[src/rtl/regfile_wb_arbiter_pkg.sv]
// Shared register-file definitions: default widths, enable constants and
// the round-robin pointer advance helper used by the write-back arbiter.
package regfile_wb_arbiter_pkg;

   localparam int unsigned RF_DATA_W = 32'd32;
   localparam int unsigned RF_ADDR_W = 32'd5;

   typedef enum logic {
      DISABLE = 1'b0,
      ENABLE  = 1'b1
   } rf_enable_e;

   function automatic int unsigned rr_next(input int unsigned idx, input int unsigned n);
      if (idx + 32'd1 >= n) begin
         return 32'd0;
      end else begin
         return idx + 32'd1;
      end
   endfunction

endpackage

[src/rtl/regfile_wb_arbiter_rr_pick.sv]
// Round-robin picker: first set request at or after ptr, wrapping around.
module regfile_wb_arbiter_rr_pick #(
   parameter int unsigned NREQ  = 32'd4,
   parameter int unsigned IDX_W = 32'd2
) (
   input  logic [NREQ-1:0]  req,
   input  logic [IDX_W-1:0] ptr,
   output logic [NREQ-1:0]  grant,
   output logic [IDX_W-1:0] idx,
   output logic             found
);

   // search from the pointer position, first hit wins
   always_comb begin
      int unsigned pos;
      grant = '0;
      idx   = '0;
      found = 1'b0;
      pos   = 32'd0;
      for (int unsigned i = 0; i < NREQ; i++) begin
         pos = (32'(ptr) + i) % NREQ;
         if (!found && req[pos]) begin
            found      = 1'b1;
            grant[pos] = 1'b1;
            idx        = IDX_W'(pos);
         end else begin
            found = found;
         end
      end
   end

endmodule

[src/rtl/regfile_wb_arbiter.sv]
// Write-back arbiter: grants up to WRITE requesters per cycle onto the
// register file write ports, never two writes to one address together.
module regfile_wb_arbiter
   import regfile_wb_arbiter_pkg::*;
#(
   parameter int unsigned DATA     = RF_DATA_W,
   parameter int unsigned ADDR     = RF_ADDR_W,
   parameter int unsigned NREQ     = 32'd4,
   parameter int unsigned WRITE    = 32'd1,
   parameter rf_enable_e  ZERO_REG = DISABLE
) (
   input  logic                        clk,
   input  logic                        reset,
   input  logic [NREQ-1:0]             req_valid,
   input  logic [NREQ-1:0][ADDR-1:0]   req_addr,
   input  logic [NREQ-1:0][DATA-1:0]   req_data,
   output logic [NREQ-1:0]             req_ready,
   input  logic                        flush,
   output logic [WRITE-1:0][ADDR-1:0]  waddr,
   output logic [WRITE-1:0]            we_,
   output logic [WRITE-1:0][DATA-1:0]  wdata
);

   localparam int unsigned IDX_W = (NREQ > 32'd1) ? $clog2(NREQ) : 32'd1;

   logic [IDX_W-1:0]            ptr_r;
   logic [IDX_W-1:0]            next_ptr_s;
   logic [IDX_W-1:0]            last_idx_s;
   logic                        any_grant_s;
   logic [WRITE-1:0]            port_we_s;
   logic [WRITE-1:0][ADDR-1:0]  port_addr_s;
   logic [WRITE-1:0][DATA-1:0]  port_data_s;

   for (genvar k = 0; k < WRITE; k++) begin : g_port
      logic [NREQ-1:0]  avail_in_s;
      logic [NREQ-1:0]  grant_s;
      logic [NREQ-1:0]  prev_ready_s;
      logic [NREQ-1:0]  ready_acc_s;
      logic [IDX_W-1:0] idx_s;
      logic [IDX_W-1:0] prev_last_s;
      logic [IDX_W-1:0] last_s;
      logic             found_s;
      logic             prev_any_s;
      logic             any_s;

      if (k == 0) begin : g_first
         assign avail_in_s   = (reset || flush) ? '0 : req_valid;
         assign prev_ready_s = '0;
         assign prev_last_s  = '0;
         assign prev_any_s   = 1'b0;
      end else begin : g_next
         // drop the previous winner and everything sharing its address
         always_comb begin
            avail_in_s = '0;
            for (int unsigned j = 0; j < NREQ; j++) begin
               avail_in_s[j] = g_port[k-1].avail_in_s[j] && !g_port[k-1].grant_s[j] &&
                               !(g_port[k-1].found_s &&
                                 (req_addr[j] == req_addr[g_port[k-1].idx_s]));
            end
         end
         assign prev_ready_s = g_port[k-1].ready_acc_s;
         assign prev_last_s  = g_port[k-1].last_s;
         assign prev_any_s   = g_port[k-1].any_s;
      end

      regfile_wb_arbiter_rr_pick #(
         .NREQ  (NREQ),
         .IDX_W (IDX_W)
      ) u_rr_pick (
         .req   (avail_in_s),
         .ptr   (ptr_r),
         .grant (grant_s),
         .idx   (idx_s),
         .found (found_s)
      );

      assign ready_acc_s = prev_ready_s | grant_s;
      assign last_s      = found_s ? idx_s : prev_last_s;
      assign any_s       = prev_any_s | found_s;

      // a zero-register grant still uses the port but never writes
      assign port_we_s[k]   = ~(found_s &&
                                !((ZERO_REG == ENABLE) && (req_addr[idx_s] == '0)));
      assign port_addr_s[k] = req_addr[idx_s];
      assign port_data_s[k] = req_data[idx_s];

      if (k == WRITE - 1) begin : g_last
         assign req_ready   = ready_acc_s;
         assign last_idx_s  = last_s;
         assign any_grant_s = any_s;
      end
   end

   // pointer advances past the last winner, holds otherwise
   always_comb begin
      if (any_grant_s) begin
         next_ptr_s = IDX_W'(rr_next(32'(last_idx_s), NREQ));
      end else begin
         next_ptr_s = ptr_r;
      end
   end

   // pointer and registered write ports; address/data hold when idle
   always_ff @(posedge clk or posedge reset) begin
      if (reset) begin
         ptr_r <= '0;
         we_   <= '1;
         waddr <= '0;
         wdata <= '0;
      end else begin
         ptr_r <= next_ptr_s;
         we_   <= port_we_s;
         for (int k = 0; k < WRITE; k++) begin
            if (!port_we_s[k]) begin
               waddr[k] <= port_addr_s[k];
               wdata[k] <= port_data_s[k];
            end
         end
      end
   end

endmodule
[config.mk]
export PLATFORM = sky130hd
export DESIGN_NAME = regfile_wb_arbiter
export DESIGN_NICKNAME = d
export VERILOG_FILES = /design/src/rtl/regfile_wb_arbiter_pkg.sv /design/src/rtl/regfile_wb_arbiter_rr_pick.sv /design/src/rtl/regfile_wb_arbiter.sv
export SDC_FILE = /design/constraint.sdc
export NUM_CORES = 1
export LEC_CHECK = 0
export BUFFER_PORTS_ARGS = -buffer_cell sky130_fd_sc_hd__buf_4
export CAP_MARGIN = 20
export CORE_AREA = 2 2 104 106
export CTS_CLUSTER_SIZE = 30
export DETAILED_ROUTE_END_ITERATION = 6
export DIE_AREA = 0 0 106 108
export PLACE_DENSITY = 0.64
export SKIP_CTS_REPAIR_TIMING = 1
export SYNTH_ARGS = -nofsm -noshare
export SYNTH_HDL_FRONTEND = slang
export SYNTH_SLANG_ARGS = --single-unit
[constraint.sdc]
create_clock -name clk -period 4.9 [get_ports clk]
set_input_delay 0.245 -clock clk [delete_from_list [all_inputs] [get_ports clk]]
set_output_delay 0.245 -clock clk [all_outputs]
set_load 0.1 [all_outputs]
# ---- Yosys cells after proc, flatten, opt, wreduce, memory -nomap -nowiden
# Index checks and enable logic that the tools add are counted.
# Widths: inputs -> output; s select.
dict set report word_totals {
  register_bits 40
  latch_bits 0
  ramBits 0
  romBits 0
  input_bits 155
  out_inout_bits 42
  elab_cells 68
  mem_count 0
}
dict set report op_classes {
  n_addsub 4
  multipliers 0
  div 0
  order_cmp 10
  eq_ne 0
  shifts 0
  n_mux 35
  n_bitwise 4
  n_reduce_logical 11
}
# op count
set ops {}
lappend ops {{$bmux 32 s2} 1}
lappend ops {{$mux 32} 1}
lappend ops {{$mux 4} 5}
lappend ops {{$lt 2x3->1 const B} 5}
lappend ops {{$mux 1} 12}
lappend ops {{$mux 2} 6}
lappend ops {{$or 4x4->4} 3}
lappend ops {{$bmux 5 s2} 1}
lappend ops {{$bmux 1 s2} 4}
lappend ops {{$demux 1 s2} 4}
lappend ops {{$ge 2x1->1 const B} 4}
lappend ops {{$logic_and 1x1->1} 7}
lappend ops {{$mux 5} 1}
lappend ops {{$add 2x2->2 const B} 2}
lappend ops {{$add 2x1->3 const B} 1}
lappend ops {{$ge 3x3->1 const B} 1}
lappend ops {{$logic_not 1->1} 3}
lappend ops {{$add 2x1->2 const B} 1}
lappend ops {{$logic_or 1x1->1} 1}
lappend ops {{$not 1->1} 1}

# ---- Depth between registers and ports, before layout
# Gate-level depths: netlist of the first run.
dict set report logic_depth {
  word_depth 18
  mapped_depth 11
  ltp_nobuf 8
}

# ---- By module
# Synthesis of the first run repeated with hierarchy kept, for this count alone.
dict set report unflattened {
  cells_unflattened 268
  hier_area_um2 2981.6
}
# module n_inst cells_per_inst area_per_inst_um2 seq_area_each_um2
set modules_own_cells {}
lappend modules_own_cells {regfile_wb_arbiter 1 223 2562.5 1002.2}
lappend modules_own_cells {regfile_wb_arbiter_rr_pick 1 45 419.2 0.0}

# ---- Least setup slack after synthesis of the first run
# No wires, ideal clock.
dict set report synth_timing {
  path_kind {reg-to-output}
  start {register ptr_r[0]}
  end {output req_ready[1]}
  arrival_time_ns 4.285
  required_time_ns 4.655
  path_slack_ns 0.370
  path_stages_with_launch 8
  n_path_buf 1
  cell_sequence {dfrtp_1 > buf_2 > inv_1 > ha_1 > or3b_2 > o32ai_1 > a222oi_1 > o21ai_0}
}
dict set report synth_via {
  elab_chain_cells 12
  elab_cells_between_ends 47
  classes_between {3 x add/sub; 8 x order compare; 23 x mux; 3 x bitwise; 10 x reduce/logical}
}
# item line_no
set synth_rtl {}
lappend synth_rtl {{from (decl)} regfile_wb_arbiter.sv:26} ;# logic [IDX_W-1:0] ptr_r;
lappend synth_rtl {{from (signal assigned)} regfile_wb_arbiter.sv:111} ;# ptr_r <= next_ptr_s;
lappend synth_rtl {{branches (longest 11 deep; another with $lt 2x3->1)} n/a}
lappend synth_rtl {{$mux 4 *} regfile_wb_arbiter_rr_pick.sv:22} ;# if (!found && req[pos]) begin
lappend synth_rtl {{to (decl)} regfile_wb_arbiter.sv:17} ;# output logic [NREQ-1:0] req_ready,
# Mark *: on every way between the ends. The select of a mux whose other input is x is not followed.

# ---- Worst setup path after layout of the first run
dict set report layout_timing {
  start {register ptr_r[0]}
  end {output req_ready[2]}
}
# The elaborated chain is that of the path after synthesis.

==> results_dict.tcl, run 1 <==
set metrics [dict create \
    yosysSeqAreaShare_pct 31.9 \
    path_buf_inv 2 \
    insertion_delay_ps 280 \
    cp.arrival_ps 3380 \
    tns_ps 0 \
    crit_start "ptr_r[0]" \
    max_slew.worst_pin.slew_ps 960 \
    cts-buffers-inserted 5 \
    r2r-start "ptr_r[0]" \
    cp-end-kind "primary output" \
    finalCriticalPeriod_ps 3630 \
    worstSetupEndpoint "req_ready[2]" \
    cap_violations 0 \
    critPathLaunchType "flop" \
    worstSetupPathType "reg2out" \
    dieWidth_um 106 \
    ir_worst_vdd_uv 356 \
    drive_above_1_share_pct 54.6 \
    outcome "complete, no violations" \
    ioPinCount 197 \
    grt_remaining_overflow 0 \
    core_mm2 0.0102 \
    setup_violations 0 \
    synth_edf_count 0 \
    h-tree-depth 2 \
    setup_ws_ps 1270 \
    dr.pass1.iters 4 \
    grt_start_max_net_pins 41 \
    path_clk_slew_ps 70 \
    dp_hpwl_um 6820 \
    skew_ps 6.12 \
    nNetsFinal 623 \
    r2r_end "wdata[4]" \
    crit_family "compound AO/OA/AOI/OAI gates" \
    yosys_most_used_dff "dfrtp_1" \
    drt-initial-drc-count 97 \
    cp_max_fo 16 \
    tritoncts "built" \
    cts.sinks 40 \
    start_util_pct 30.7 \
    syn_area_mm2 0.00314 \
    ys_seq_elements 40 \
    crit_required_ps 4660 \
    ant_nets 0 \
    areaGrowthSynthToFinish_pct 50.7 \
    hold_viol 0 \
    rrSetupSlack_ps 1340 \
    num_vias 2921 \
    die-area_mm2 0.0114 \
    power_leakage_uw 0.00279 \
    ys_types 42 \
    p_per_area_mw_per_mm2 642 \
    syn_nets 440 \
    slew_viol_final 0 \
    antenna_cells 0 \
    wl_um 8990 \
    period_share_pct 74.1 \
    final_core_util_pct 46.3 \
    vias_per_cell 4.90 \
    antenna_found_initial 0 \
    syn_inst 277 \
    remaining_drc_errors 0 \
    row_count 37 \
    dp_slack_ps 1300 \
    async_flop_share_pct 100 \
    min_path_type "in2async" \
    syn_avg_cell_area_um2 11.4 \
    gp_congestion 0.786 \
    relSlewSlack_pct 34.4 \
    path_cells "inv_1 -> ha_1 -> mux4_2 -> a2111oi_0 -> nand2_1 -> o21ai_0 -> buf_4" \
    die_h_um 108 \
    rsz0062_at_grt "false" \
    grt_pass1_vias 2960 \
    fmax_ghz 0.276 \
    wl_per_cell_um 15.1 \
    finalPower_uw 3040 \
    worst_path_max_delay_cell "a2111oi_0" \
    critPathMaxStageDelay_ps 770 \
    cts_root_buffer "clkbuf_8" \
    clockBufferDepth 2 \
    n_fill_cell 976 \
    ys.warnings.count 0 \
    grt_first_pass_wirelength_um 14200 \
    port_buffers 196 \
    r2r_cells 8 \
    grt_usage_pct 15.3 \
    crit_cells 7 \
]
report_power, final:
group | switching, uW | internal [uW]
logic | 1610 | 627
registers | 113 | 485
clock network | 108 | 96.9
total | 1830 | 1210
state kept, by name (all words and copies together) (netlist names):
signal / flops
we_: 1
wdata: 32
ptr_r: 2
waddr: 5
synthesized netlist by cell type, types with 2 or more instances:
cell      number  share of area [%]
clkbuf_1       4               0.48
a21oi_1        3               0.48
buf_12         2                1.3
nor2_1         4               0.48
o22ai_1        7                1.4
ha_1           8                3.2
buf_4          3               0.72
dfrtp_1       39                 31
mux4_2         2                1.4
inv_1          3               0.36
or2_2          2               0.40
nand2b_1       2               0.40
a222oi_1       4                1.3
buf_6          6                2.1
o21ai_0        7                1.1
nand2_1        8               0.96
a21o_1        38                9.1
mux2i_1       74                 24
o22ai_2       30                 12
buf_2          9                1.4
how the worst min path moves through the flow:
stage	endpoint	depth (start not counted)	slack, ps	from
after floorplan	ptr_r[0]	1	460	reset
after global placement	wdata[28]	1	460	wdata[28]
after detailed placement	wdata[1]	1	470	wdata[1]
after CTS	wdata[8]	2	200	reset
after global routing	wdata[23]	2	250	reset
final	wdata[8]	2	170	reset
final cells by class:
| class | instances | area, um2 | area share [%] |
|---|---|---|---|
| multi-input combinational | 210 | 1980 | 41.7 |
| timing repair buffer | 200 | 1500 | 31.7 |
| sequential | 40 | 1000 | 21.2 |
| inverter | 3 | 11.3 | 0.238 |
| clock inverter | 1 | 5.00 | 0.106 |
| tap | 136 | 170 | 3.59 |
| clock buffer | 6 | 72.6 | 1.53 |
routing by layer:
layer,GRT usage [%],part of all wire (%),vias to the layer above
met2,29.6,54,103
li1,-,-,1426
met5,0,0,-
met3,4.16,7.0,7
met4,3.29,0.69,0
met1,16.8,38,1385
kinds of logic after synthesis:
kind of cell / Yosys count / synth area share [%]
simple gates: 23 / 4.14
flops: 40 / 31.9
buf+inv: 27 / 6.41
fa+ha+maj: 8 / 3.18
mux: 76 / 25.0
xor+xnor: 1 / 0.279
compound gates: 102 / 29.1
layout by cell type (no fill, tap or decap), types with 3 or more instances in the layout:
master / n
a21o_1: 38
ha_1: 8
clkbuf_8: 5
nor2_1: 4
dfrtp_1: 39
o22ai_1: 7
o21ai_0: 7
a222oi_1: 4
mux2i_1: 74
a21oi_1: 3
buf_4: 200
o22ai_2: 30
nand2_1: 8
per-stage QoR:
step / cells / area [um2] / hold WS, ps
2_1_floorplan: 277 / 3140 / 457
3_3_place_gp: 589 / 4660 / 462
3_5_place_dp: 589 / 4660 / 467
4_1_cts: 596 / 4740 / 196
5_1_grt: 596 / 4740 / 247
6_report: 596 / 4740 / 166
(Power assumes the default switching activity.)
==> inputs of run 2 (changes only) <==
- clock period: 4.9 -> 3.7 ns (I/O delays scaled with it)
==> results_dict.tcl, run 2 (synthesis gave the netlist of run 1 again) <==
set metrics [dict create \
    outcome "complete, no violations" \
    dp_slack_ps 573 \
    die-area_mm2 0.0114 \
    worstSetupEndpoint "req_ready[2]" \
    cts.sinks 40 \
    critPathMaxStageDelay_ps 540 \
    critPathLaunchType "flop" \
    rsz0062_at_grt "false" \
    ioPinCount 197 \
    r2r-start "ptr_r[0]" \
    grt_usage_pct 15.0 \
    grt_pass1_vias 3020 \
    setup_violations 0 \
    period_share_pct 88.1 \
    crit_start "ptr_r[0]" \
    power_leakage_uw 0.00283 \
    antenna_found_initial 0 \
    clockBufferDepth 2 \
    dr.pass1.iters 5 \
    ir_worst_vdd_uv 356 \
    fmax_ghz 0.307 \
    wl_per_cell_um 14.4 \
    grt_first_pass_wirelength_um 13900 \
    die_h_um 108 \
    grt_start_max_net_pins 41 \
    relSlewSlack_pct 46.5 \
    final_common_cell "buf_4" \
    n_fill_cell 961 \
    max_slew.worst_pin.slew_ps 802 \
    skew_ps 9.14 \
    dp_hpwl_um 6900 \
    cp.arrival_ps 3070 \
    nNetsFinal 627 \
    r2r_end "wdata[0]" \
    drive_above_1_share_pct 56.1 \
    h-tree-depth 2 \
    core_mm2 0.0102 \
    crit_required_ps 3510 \
    max_flop_register "wdata" \
    final_cell_mix "202 x buf_4, 74 x mux2i_1, 38 x a21o_1, 38 x dfrtp_1, 30 x o22ai_2" \
    worst_path_max_delay_cell "dfrtp_2" \
    vias_per_cell 4.87 \
    setup_ws_ps 441 \
    finalCriticalPeriod_ps 3260 \
    cts-buffers-inserted 5 \
    path_clk_slew_ps 80 \
    hold_viol 0 \
    drt-initial-drc-count 117 \
    largest_reg_flops 32 \
    grt_remaining_overflow 0 \
    insertion_delay_ps 280 \
    p_per_area_mw_per_mm2 847 \
    cap_violations 0 \
    largestRegisters "wdata: 32 flops, waddr: 5 flops, ptr_r: 2 flops" \
    row_count 37 \
    min_path_type "in2async" \
    antenna_cells 0 \
    tns_ps 0 \
    final_core_util_pct 47.2 \
    cp_max_fo 16 \
    start_util_pct 30.7 \
    r2r_cells 9 \
    wl_um 8640 \
    slew_viol_final 0 \
    rrSetupSlack_ps 780 \
    path_cells "inv_1 -> ha_1 -> or3b_2 -> o32ai_1 -> a222oi_1 -> o21ai_2 -> buf_4" \
    port_buffers 196 \
    tritoncts "built" \
    dieWidth_um 106 \
    gp_congestion 0.863 \
    areaGrowthSynthToFinish_pct 53.5 \
    remaining_drc_errors 0 \
    cp-end-kind "primary output" \
    worstSetupPathType "reg2out" \
    cts_root_buffer "clkbuf_8" \
    num_vias 2925 \
    ant_nets 0 \
]
[run 2: cell count changes in the layout (fill, tap and decap cells not counted), moves of 2 or more]
cell,previous run,this run
o21ai_0,7,3
buf_4,200,202
o21ai_2,1,5
buf_12,0,2
[run 2: metal layers]
metal / routed length (um) / track usage (%) / vias up
met1: 3350 / 17.0 / 1361
li1: - / - / 1435
met4: 103 / 4.42 / 0
met2: 4560 / 27.8 / 121
met5: 0 / 0 / -
met3: 619 / 3.74 / 8
[run 2: power breakdown]
group | leakage [uW] | internal, uW | switching, uW | total [uW]
combinational | 0.00230 | 853 | 2150 | 3000
clock | 0.0000445 | 151 | 142 | 293
sequential | 0.000489 | 644 | 150 | 794
total | 0.00283 | 1650 | 2440 | 4090
[run 2: per-stage QoR]
stage | instances | hold WS (ps) | area [um2] | total power (uW)
after floorplan | 277 | 397 | 3160 | 3170
after global placement | 593 | 424 | 4730 | 3790
after detailed placement | 593 | 431 | 4730 | 3820
after CTS | 601 | 110 | 4820 | 4130
after global routing | 601 | 154 | 4830 | 4280
final | 601 | 72.4 | 4830 | 4090
[run 2: worst min-delay path by stage]
stage                     start       end  slack [ps]
after detailed placement  reset  ptr_r[0]         430
after global routing      reset  wdata[4]         150
after global placement    reset  wdata[4]         420
final                     reset  wdata[4]          70
after floorplan           reset  ptr_r[0]         400
after CTS                 reset  wdata[4]         110
[run 2: layout make-up]
class / instances / area, um2 / share of cell area (%)
clock buffer: 7 / 86.3 / 1.79
timing repair buffer: 204 / 1560 / 32.3
clock inverter: 1 / 7.51 / 0.156
tap: 136 / 170 / 3.53
inverter: 3 / 11.3 / 0.233
sequential: 40 / 1000 / 20.8
multi-input combinational: 210 / 1990 / 41.2
[run 2: worst max-delay path: cells and delay by family (launching register included)]
kind                       cells  cell delay, ps
adders and majority gates      1             440
buffers and inverters          2             540
and+or+nand+nor                1             520
DFF                            1             540
AOI/OAI and AO/OA              3             770
==> inputs of run 3 (changes only) <==
- ABC_AREA: default -> 1
- CORE_AREA: 2 2 104 106 -> 2 2 111 113
- DIE_AREA: 0 0 106 108 -> 0 0 113 115
- HOLD_SLACK_MARGIN: default -> 0.1
- PLACE_DENSITY: 0.64 -> 0.61
==> results_dict.tcl, run 3 <==
set metrics [dict create \
    synth_edf_count 0 \
    insertion_delay_ps 280 \
    cp.arrival_ps 3360 \
    critPathMaxStageDelay_ps 570 \
    crit_required_ps 3920 \
    num_vias 4354 \
    violations "design-rule violations" \
    setup_violations 0 \
    fmax_ghz 0.319 \
    rsz0062_at_grt "false" \
    cp_max_fo 74 \
    grt_first_pass_wirelength_um 19500 \
    synthMuxAreaShare_pct 0 \
    yosys.area_share.simple_pct 57.7 \
    cts_root_buffer "clkbuf_16" \
    synth_top_family_by_area "simple AND/OR/NAND/NOR gates" \
    dp.cells 922 \
    dp_hpwl_um 8860 \
    h-tree-depth 2 \
    ys_seq_elements 40 \
    die_h_um 115 \
    yosys_most_used_dff "dfrtp_1" \
    worst_path_max_delay_cell "buf_4" \
    yosysSeqAreaShare_pct 28.1 \
    areaGrowthSynthToFinish_pct 46.8 \
    path_cells "inv_1 -> ha_1 -> inv_1 -> nand3_1 -> nand2_2 -> nand4_4 -> nand2_2 -> buf_4 -> nand3_1 -> nand2_1 -> nand2_1 -> nand2_1 -> nand2_1 -> nand2_1" \
    finalCriticalPeriod_ps 3140 \
    yosys-top-cells-count "392 x nand2_1, 87 x nand3_1, 39 x dfrtp_1, 15 x buf_2, 14 x buf_4" \
    dr.pass1.iters 7 \
    crit_start "ptr_r[1]" \
    port_buffers 196 \
    gp_congestion 0.916 \
    cp-end-kind "flop" \
    nNetsFinal 945 \
    syn_nets 775 \
    cp_common_cell "nand2_1" \
    remaining_drc_errors 14 \
    path_buf_inv 3 \
    cts-buffers-inserted 5 \
    wl_per_cell_um 12.9 \
    clockBufferDepth 2 \
    core_mm2 0.0118 \
    yosysMostFrequentCell "nand2_1" \
    ioPinCount 197 \
    crit_cells 14 \
    ys_types 28 \
    start_util_pct 30.2 \
    final_cell_mix "392 x nand2_1, 200 x buf_4, 87 x nand3_1, 39 x dfrtp_1, 12 x inv_1" \
    tns_ps 0 \
    synth_compound_area_share_pct 2.28 \
    stdcell_count 930 \
    skew_ps 3.74 \
    max_flop_register "wdata" \
    max_slew.worst_pin.slew_ps 905 \
    r2r-start "ptr_r[1]" \
    grt_usage_pct 18.1 \
    period_share_pct 84.8 \
    grt_remaining_overflow 0 \
    worstSetupPathType "reg2reg" \
    outcome "finished, violations left" \
    drt-initial-drc-count 193 \
    synth_top_area_share_pct 41.3 \
    async_flop_share_pct 100 \
    cts.sinks 40 \
    antenna_found_initial 0 \
    ys.warnings.count 0 \
    syn_area_mm2 0.00357 \
    synthTopCellsByArea "nand2_1 41%, dfrtp_1 27%, nand3_1 12%" \
    worstSetupEndpoint "wdata[4]" \
    syn_avg_cell_area_um2 5.83 \
    fin_area_mm2 0.00524 \
    hold_viol 0 \
    grt_start_max_net_pins 75 \
    synth_top_area_cell "nand2_1" \
    final_common_cell "nand2_1" \
    syn_inst 612 \
    ant_nets 0 \
    relSlewSlack_pct 39.6 \
    r2r_cells 14 \
    largestRegisters "wdata: 32 flops, waddr: 5 flops, ptr_r: 2 flops" \
    largest_reg_flops 32 \
    slew_viol_final 0 \
    cap_violations 0 \
    placed_area_mm2 0.00505 \
    tritoncts "built" \
    row_count 40 \
    rrSetupSlack_ps 560 \
    antenna_cells 0 \
    min_path_type "in2async" \
    critPathLaunchType "flop" \
    dieWidth_um 113 \
    synth_fa_ha_area_share_pct 2.81 \
    drive_above_1_share_pct 29.4 \
    die-area_mm2 0.0130 \
    vias_per_cell 4.68 \
    n_fill_cell 1287 \
    r2r_end "wdata[4]" \
    wl_um 12000 \
    crit_family "simple AND/OR/NAND/NOR gates" \
    path_clk_slew_ps 60 \
    grt_pass1_vias 4149 \
    synth_xor_area_share_pct 0 \
]
==> run 3: kinds of logic after synthesis <==
| kind of cell | after synthesis |
|---|---|
| simple gates | 498 |
| buf+inv | 55 |
| flops | 40 |
| compound gates | 11 |
| fa+ha+maj | 8 |
==> run 3: cell type report <==
| cell class | count | area (um2) | area share [%] |
|---|---|---|---|
| clock buffer | 7 | 153 | 2.92 |
| clock inverter | 1 | 30.0 | 0.574 |
| inverter | 15 | 57.6 | 1.10 |
| multi-input combinational | 517 | 2250 | 42.9 |
| sequential | 40 | 1000 | 19.1 |
| tap | 147 | 184 | 3.51 |
| timing repair buffer | 203 | 1560 | 29.8 |
==> run 3: worst min path at each step <==
| stage | end | slack, ps | depth (start not counted) |
|---|---|---|---|
| 6_report | ptr_r[0] | 120 | 2 |
| 5_1_grt | ptr_r[0] | 210 | 2 |
| 4_1_cts | ptr_r[0] | 180 | 2 |
| 3_5_place_dp | wdata[12] | 470 | 2 |
| 3_3_place_gp | wdata[18] | 460 | 2 |
| 2_1_floorplan | ptr_r[0] | 400 | 1 |
==> run 3: stage by stage <==
step                      hold slack [ps]  setup slack [ps]  util, %
after detailed placement              467               567     42.8
after global routing                  214               257     44.3
after global placement                463               740     42.8
final                                 117               562     44.3
after floorplan                       402               542        -
after CTS                             177               543     44.3
==> run 3: layer usage <==
layer  routed length (um)  up-vias  global-route usage, %
li1                     -     2247                      -
met1                 5010     1942                   22.8
met2                 5910      159                   32.7
met3                 1050        6                   3.53
met4                   61        0                   3.17
met5                    0        -                      0
Power of run 3 is left out: the tool's default activity adds up to more than one toggle a clock period on the data nets, which glitch-free logic cannot reach.
